[src/rtl/fetch_unit_pkg.sv]
// Shared definitions for the instruction fetch stage: FSM encoding, default
// address map and the exception codes the fetch stage can raise.
package fetch_unit_pkg;

  typedef enum logic [1:0] {
    S_REQ   = 2'd0,
    S_WAIT  = 2'd1,
    S_READY = 2'd2
  } fetch_state_e;

  localparam logic [31:0] RESET_PC_DEF = 32'h0000_3000;
  localparam logic [31:0] EXC_PC_DEF   = 32'h0000_4180;
  localparam logic [31:0] IMEM_LO_DEF  = 32'h0000_3000;
  localparam logic [31:0] IMEM_HI_DEF  = 32'h0000_6FFC;

  localparam logic [4:0] EXC_NONE = 5'd0;
  localparam logic [4:0] EXC_ADEL = 5'd4;

  // A fetch is legal only for a word-aligned PC inside the inclusive window.
  function automatic logic pc_legal(input logic [31:0] pc,
                                    input logic [31:0] lo,
                                    input logic [31:0] hi);
    return (pc[1:0] == 2'b00) && (pc >= lo) && (pc <= hi);
  endfunction

endpackage

[src/rtl/fetch_unit.sv]
// Instruction fetch stage: issues one memory read per instruction, holds the
// resulting bundle for decode and steers the PC on exceptions, eret and branches.
module fetch_unit
  import fetch_unit_pkg::*;
#(
  parameter logic [31:0] RESET_PC = RESET_PC_DEF,
  parameter logic [31:0] EXC_PC   = EXC_PC_DEF,
  parameter logic [31:0] IMEM_LO  = IMEM_LO_DEF,
  parameter logic [31:0] IMEM_HI  = IMEM_HI_DEF
) (
  input  logic        clk,
  input  logic        reset,
  input  logic        stall,
  input  logic        br_taken,
  input  logic [31:0] br_target,
  input  logic        exc_req,
  input  logic        eret_req,
  input  logic [31:0] epc,
  output logic        imem_req,
  output logic [31:0] imem_addr,
  input  logic        imem_rvalid,
  input  logic [31:0] imem_rdata,
  output logic [31:0] PC,
  output logic [31:0] IM,
  output logic [4:0]  exccode_PC,
  output logic        f_valid
);

  fetch_state_e state;
  logic         kill;
  logic         redirect;
  logic [31:0]  redirect_pc;
  logic         fetch_ok;

  // Exceptions beat eret, eret beats branches; a stalled decode stage cannot branch.
  always_comb begin
    redirect    = 1'b0;
    redirect_pc = br_target;
    if (exc_req) begin
      redirect    = 1'b1;
      redirect_pc = EXC_PC;
    end else if (eret_req) begin
      redirect    = 1'b1;
      redirect_pc = epc;
    end else if (br_taken && !stall) begin
      redirect    = 1'b1;
      redirect_pc = br_target;
    end
  end

  assign fetch_ok  = pc_legal(PC, IMEM_LO, IMEM_HI);
  assign imem_req  = reset && (state == S_REQ) && fetch_ok && !redirect;
  assign imem_addr = PC;

  // The kill flag swallows the one response still in flight from an abandoned fetch.
  always_ff @(posedge clk or negedge reset) begin
    if (!reset) begin
      state      <= S_REQ;
      PC         <= RESET_PC;
      IM         <= '0;
      exccode_PC <= EXC_NONE;
      f_valid    <= 1'b0;
      kill       <= 1'b0;
    end else begin
      if (imem_rvalid && kill) begin
        kill <= 1'b0;
      end
      case (state)
        S_REQ: begin
          if (redirect) begin
            PC <= redirect_pc;
          end else if (fetch_ok) begin
            state <= S_WAIT;
          end else begin
            IM         <= '0;
            exccode_PC <= EXC_ADEL;
            f_valid    <= 1'b1;
            state      <= S_READY;
          end
        end
        S_WAIT: begin
          if (redirect) begin
            PC    <= redirect_pc;
            state <= S_REQ;
            if (kill || !imem_rvalid) begin
              kill <= 1'b1;
            end
          end else if (imem_rvalid && !kill) begin
            IM         <= imem_rdata;
            exccode_PC <= EXC_NONE;
            f_valid    <= 1'b1;
            state      <= S_READY;
          end
        end
        S_READY: begin
          if (redirect) begin
            PC      <= redirect_pc;
            f_valid <= 1'b0;
            state   <= S_REQ;
          end else if (!stall) begin
            PC      <= PC + 32'd4;
            f_valid <= 1'b0;
            state   <= S_REQ;
          end
        end
        default: begin
          f_valid <= 1'b0;
          state   <= S_REQ;
        end
      endcase
    end
  end

endmodule
[config.mk]
export PLATFORM = sky130hd
export DESIGN_NAME = fetch_unit
export DESIGN_NICKNAME = d
export VERILOG_FILES = /design/src/rtl/fetch_unit_pkg.sv /design/src/rtl/fetch_unit.sv
export SDC_FILE = /design/constraint.sdc
export NUM_CORES = 1
export LEC_CHECK = 0
export BUFFER_PORTS_ARGS = -buffer_cell sky130_fd_sc_hd__buf_4
export CELL_PAD_IN_SITES_DETAIL_PLACEMENT = 2
export CELL_PAD_IN_SITES_GLOBAL_PLACEMENT = 2
export CORE_ASPECT_RATIO = 1.4
export CORE_MARGIN = 1
export CORE_UTILIZATION = 24
export DETAILED_ROUTE_END_ITERATION = 12
export GPL_TIMING_DRIVEN = 0
export PLACE_DENSITY = 0.87
export SYNTH_ARGS = -nofsm -noshare
export SYNTH_HDL_FRONTEND = slang
export SYNTH_SLANG_ARGS = --single-unit
[constraint.sdc]
create_clock -name clk -period 1.9 [get_ports clk]
set_input_delay 0.38 -clock clk [delete_from_list [all_inputs] [get_ports clk]]
set_output_delay 0.38 -clock clk [all_outputs]
set_load 0.05 [all_outputs]
[After elaboration in Yosys (flattened, before gate mapping)]
Index checks and enable logic that the tools add are counted.
Word-level totals
  register bits after elaboration: 73
  input bits: 103
  output and inout port bits: 103
  word-level logic and storage cells: 77
Operators by class
  add/sub/neg operators: 1
  $lt $le $gt $ge: 2
  equality and inequality tests: 9
  multiplexer cells: 37
  reductions and logical operators: 22
Operators by type and width (count)
  32-bit 2-to-1 mux: 9
  32-bit one-hot mux with 2 select lines: 2
  32-bit by 3-bit adder with 32-bit output, second input constant: 1
  32-bit by 14-bit greater-or-equal comparator with 1-bit output, second input constant: 1
  32-bit by 15-bit less-or-equal comparator with 1-bit output, second input constant: 1
  5-bit 2-to-1 mux: 4
  1-bit 2-to-1 mux: 13
  2-bit 2-to-1 mux: 6
  5-bit one-hot mux with 2 select lines: 1
  5-bit AND reduction: 2
  1-bit logical AND: 8
  2-bit != test, second input constant: 4
  3-bit != test, second input constant: 2
  2-bit one-hot mux with 3 select lines: 1
  3-bit AND reduction: 2
  1-bit zero test: 4
  2-bit zero test: 2
  2-bit nonzero test: 2
  1-bit one-hot mux with 3 select lines: 1
  2-bit by 1-bit == test with 1-bit output, second input constant: 1
  2-bit == test, second input constant: 1
  2-bit by 1-bit != test with 1-bit output, second input constant: 1
  2-bit OR reduction: 1
  1-bit logical OR: 1

[Depth between registers and ports, before layout]
  depth in word-level cells: 7
  depth in mapped cells: 8

[Worst setup path before layout]
Ideal clock, no wire load.
  path type: reg2out
  start: register PC[15]
  end: output port imem_req
  arrival time: 2.379 ns
  required time: 1.520 ns
  path slack: -0.859 ns
  cell stages (with the launch flop): 5
  buffers on the path: 0
  cell sequence: dfrtp_1 > nor4_1 > and3_1 > nand4_1 > nor3_1
Between the ends
  cells in the longest elaborated chain, start to end: 5
  elaborated cells between the ends (all ways): 6
  those cells by class: 2 x order compare; 4 x reduce/logical
RTL lines
  start: declaration: RTL line fetch_unit.sv:23  | output logic [31:0] PC,
  start signal: assignment: RTL line fetch_unit.sv:71  | PC <= redirect_pc;
  start signal: assignment: RTL line fetch_unit.sv:83  | PC <= redirect_pc;
  start signal: assignment: RTL line fetch_unit.sv:97  | PC <= redirect_pc;
  32-bit by 14-bit greater-or-equal comparator with 1-bit output: RTL line fetch_unit_pkg.sv:23  | return (pc[1:0] == 2'b00) && (pc >= lo) && (pc <= hi);
  1-bit logical AND: RTL line fetch_unit_pkg.sv:23
  1-bit logical AND *: RTL line fetch_unit_pkg.sv:23
  1-bit logical AND * (2 in series): RTL line fetch_unit.sv:52  | assign imem_req = reset && (state == S_REQ) && fetch_ok && !redirect;
  end: declaration: RTL line fetch_unit.sv:19  | output logic imem_req,
Mark *: on every way between the ends. The rest lies on a longest branch, timed or not.

[Worst setup path in the final report]
  start: register PC[30]
  end: register IM[13]
Between the ends
  cells in the longest elaborated chain, start to end: 5
  elaborated cells between the ends (all ways): 6
  those cells by class: 2 x order compare; 1 x eq/ne; 3 x reduce/logical
RTL lines
  32-bit by 14-bit greater-or-equal comparator with 1-bit output: RTL line fetch_unit_pkg.sv:23
  1-bit logical AND: RTL line fetch_unit_pkg.sv:23
  1-bit logical AND *: RTL line fetch_unit_pkg.sv:23
  2-bit != test (no source line) *
  5-bit AND reduction (no source line) *
  end signal: assignment: RTL line fetch_unit.sv:89  | IM <= imem_rdata;
  end: declaration: RTL line fetch_unit.sv:24  | output logic [31:0] IM,
Marked as above.
A chain may end at the register's enable or synchronous reset.

==> run_results.csv <==
group,metric,value,unit
power_and_ir_drop,pwr-share-clk,32.3,%
synth,synth_area,4160,µm²
clock_tree,ctsHoldBuffers,0,
power_and_ir_drop,power,5.26,mW
global_route,gr-total-overflow,0,
power_and_ir_drop,p_sw,1.99,mW
power_and_ir_drop,swShare,37.8,%
global_route,grt_max_degree,71,
placed_design,port_buffers,200,
die,ios,206,
sta,hold_violations,0,
layout,syn2layout_area_growth,78.4,%
global_route,antenna_found_initial,0,
clock_tree,cts_tree,"built",
clock_tree,cts_max_level,3,
synth,ys_warn_count,0,
power_and_ir_drop,power.density,708,nW/µm²
synth,synthSimpleGateAreaFrac,17.1,%
sta,tightest_slew,0.996,ns
clock_tree,clk_pin_slew,0.06,ns
layout,num_antenna_cells,0,
route,drt_iter0_markers,270,
setup_path,worstPathMaxFanout,6,
sta,relSlewSlack,33.6,%
route,vias,5048,
setup_path,arrival,2.66,ns
synth,synth_xor_area_share,0.211,%
synth,synth_enable_flop_cells,0,
synth,synth_cells,419,
synth,muxShareOfSynthArea,7.97,%
job,maxCapViolations,0,
placed_design,place_congestion,0.847,
layout,final_nets,816,
route,drt-total-wl,25.3,mm
setup_path,crit_required,2.16,ns
synth,synth_compound_area_share,21.9,%
power_and_ir_drop,leakage,3.53,nW
clock_tree,cts.sinks,69,
sta,final.setup.tns,-13.27,ns
sta,period_share,126,%
global_route,grt_use_total,25.6,%
sta,fmax,416,MHz
outcome,status,"complete, but fails checks",
power_and_ir_drop,pwr-share-seq,33.1,%
die,die_w,113,µm
outcome,violations,"setup timing",
setup_path,crit_type,"reg2reg",
synth,ys_seq_elements,69,
setup_path,startpoint_type,"flip-flop",
layout,drive_gt1_share,63.1,%
clock_tree,clockBufferDepth,2,
layout,mostFrequentLayoutCells,"buf_4, dfrtp_1, a22o_1",
die,die_area,17900,µm²
sta,rsz0062_at_grt,"yes",
sta,setup_slack,-0.501,ns
route,dr.pass1.iters,4,
synth,syn_avg_cell_area,9.93,µm²
synth,synth-adder-area-share,0.602,%
global_route,grt_pass1_wl,33.8,mm
route,vias_per_cell,5.32,
power_and_ir_drop,vdd.ir_drop.worst,0.000441,V
layout,final_common_cell,"buf_4",
synth,synth-seq-area-share,41.6,%
layout,fin_util,44.0,%
sta,period_minus_slack,2.40,ns
global_route,grt_pass1_vias,5499,
placed_design,dp_hpwl,14.6,mm
sta,drv_slew,0,
clock_tree,insertion_delay,0.35,ns
power_and_ir_drop,combPwrFrac,34.6,%
power_and_ir_drop,p_int,3.27,mW
synth,synth_top_family_by_area,"compound AO/OA/AOI/OAI gates",
sta,clock_skew,0.0154,ns
synth,synth-async-reset-ratio,100,%
die,die_h,158,µm
clock_tree,root_buffer,"clkbuf_16",
clock_tree,numCtsBuffers,9,
die,initial_utilization,24.6,%
die,core,16900,µm²
setup_path,cp-end-kind,"flip-flop",
synth,ys_types,59,
layout,fillers,1763,
synth,synthFlopType,"dfrtp_1",
sta,finalSetupViolCount,57,
die,row_count,56,
worst_hold_path,hold_class,"in2async",
placed_design,pre_cts_slack,-0.567,ns
route,drc,0,
route,avgRoutedWirePerCell,26.7,µm
route,antenna_left,0,
## registers in the layout (all words and copies together) (netlist names)
| signal | cells |
|---|---|
| IM | 32 |
| PC | 32 |
| exccode_PC | 1 |
| f_valid | 1 |
| kill | 1 |
| state | 2 |
## final timing paths
check                                   startpoint                  to  slack (ns)  depth (start not counted)
worst max-delay path            PC[30]$_DFFE_PN0P_  IM[13]$_DFFE_PN0P_       -0.50                         10
worst min-delay path                         reset  IM[10]$_DFFE_PN0P_        0.18                          1
worst max register to register  PC[30]$_DFFE_PN0P_  IM[13]$_DFFE_PN0P_       -0.50                         10
worst min register to register  IM[19]$_DFFE_PN0P_  IM[19]$_DFFE_PN0P_        0.51                          1
max in group asynchronous                    reset   PC[7]$_DFFE_PN0P_        0.98                          1
min in group clk                       imem_rvalid      kill$_DFF_PN0_        0.25                          2
## timing repair
item | 4_1_cts | 5_1_grt
endpoints found under the hold margin | 0 | 0
setup buffers | 42 | 39
cloned | 4 | 0
pin swaps | 16 | 33
gates resized for setup | 66 | 68
endpoints found under the setup margin | 68 | 69
## stage by stage
stage | hold WS, ns | cells | cell area, µm²
after detailed placement | 0.484 | 854 | 6040
after global placement | 0.464 | 854 | 6040
after floorplan | 0.0844 | 422 | 4250
final | 0.181 | 948 | 7420
after CTS | 0.221 | 915 | 6940
after global routing | 0.251 | 948 | 7420
## synth_stat cells, types with 2 or more instances
cell      count  area [µm²]
a21oi_1      22         110
a22o_1       35         307
a22oi_1       3        22.5
a31oi_1       7        43.8
and2_1        3        18.8
and3_1        4        25.0
buf_2        10        50.1
buf_4        37         278
buf_6         3        33.8
clkbuf_1     10        37.5
dfrtp_1      67        1680
dfstp_2       2        52.6
ha_1          2        25.0
inv_1         9        33.8
mux2_2        9         101
mux2i_1      23         230
nand2_1      27         101
nand2b_1      2        12.5
nand3_1      13        65.1
nand3_2       3        30.0
nand4_1      10        62.6
nor2_1       22        82.6
nor2b_1       2        12.5
nor3_1        8        40.0
nor4_1        6        37.5
nor4_4        3        63.8
o211ai_1      9        67.6
o21ai_0      12        60.1
o21ai_1       6        30.0
o22a_1        7        61.3
o22ai_1       5        31.3
o311ai_1      6        52.6
o31ai_1       3        22.5
o32a_1        3        30.0
or3_1         2        12.5
## power groups by stage
stage | combinational, mW | clock, mW | sequential, mW
floorplan | 0.677 | 0 | 1.97
global placement | 1.46 | 0 | 1.75
detailed placement | 1.51 | 0 | 1.76
CTS | 1.67 | 1.66 | 1.73
global route | 1.89 | 1.77 | 1.75
finish | 1.82 | 1.70 | 1.74
## critical path, cell delays in order, from the launching register on
cell	delay, ns
dfrtp_2	0.47
nor4_4	0.33
and3_1	0.21
nand4_1	0.13
buf_6	0.17
buf_4	0.13
buf_6	0.11
o21ai_4	0.26
buf_6	0.16
buf_6	0.13
a22o_1	0.21
## metal layers
layer	part of all wire (%)	global-route usage, %	up-vias
met4	5.7	13.5	0
li1	-	-	2122
met2	53	48.1	291
met5	0	0	-
met1	35	26.7	2547
met3	6.5	5.17	88
## cells by family (layout without fill, tap and decap cells)
kind of cell	after synthesis	count (layout)
other	1	4
buffers and inverters	70	364
AO/OA/AOI/OAI	126	126
flip-flops	69	69
XOR/XNOR	1	1
adder cells (fa/ha/maj)	2	2
multiplexers	32	32
AND/OR/NAND/NOR	118	118
## final cells by class
cell class,instances,area (µm²),share of cell area [%]
clock inverters,1,7.51,0.101
multi-input cells,283,2340,31.5
repair buffers,280,2230,30.0
well taps,232,290,3.91
flip-flops and latches,69,1770,23.9
inverters,9,33.8,0.455
clock buffers,15,278,3.74
plain buffers,59,477,6.42
Power figures use the tool's default switching activity.
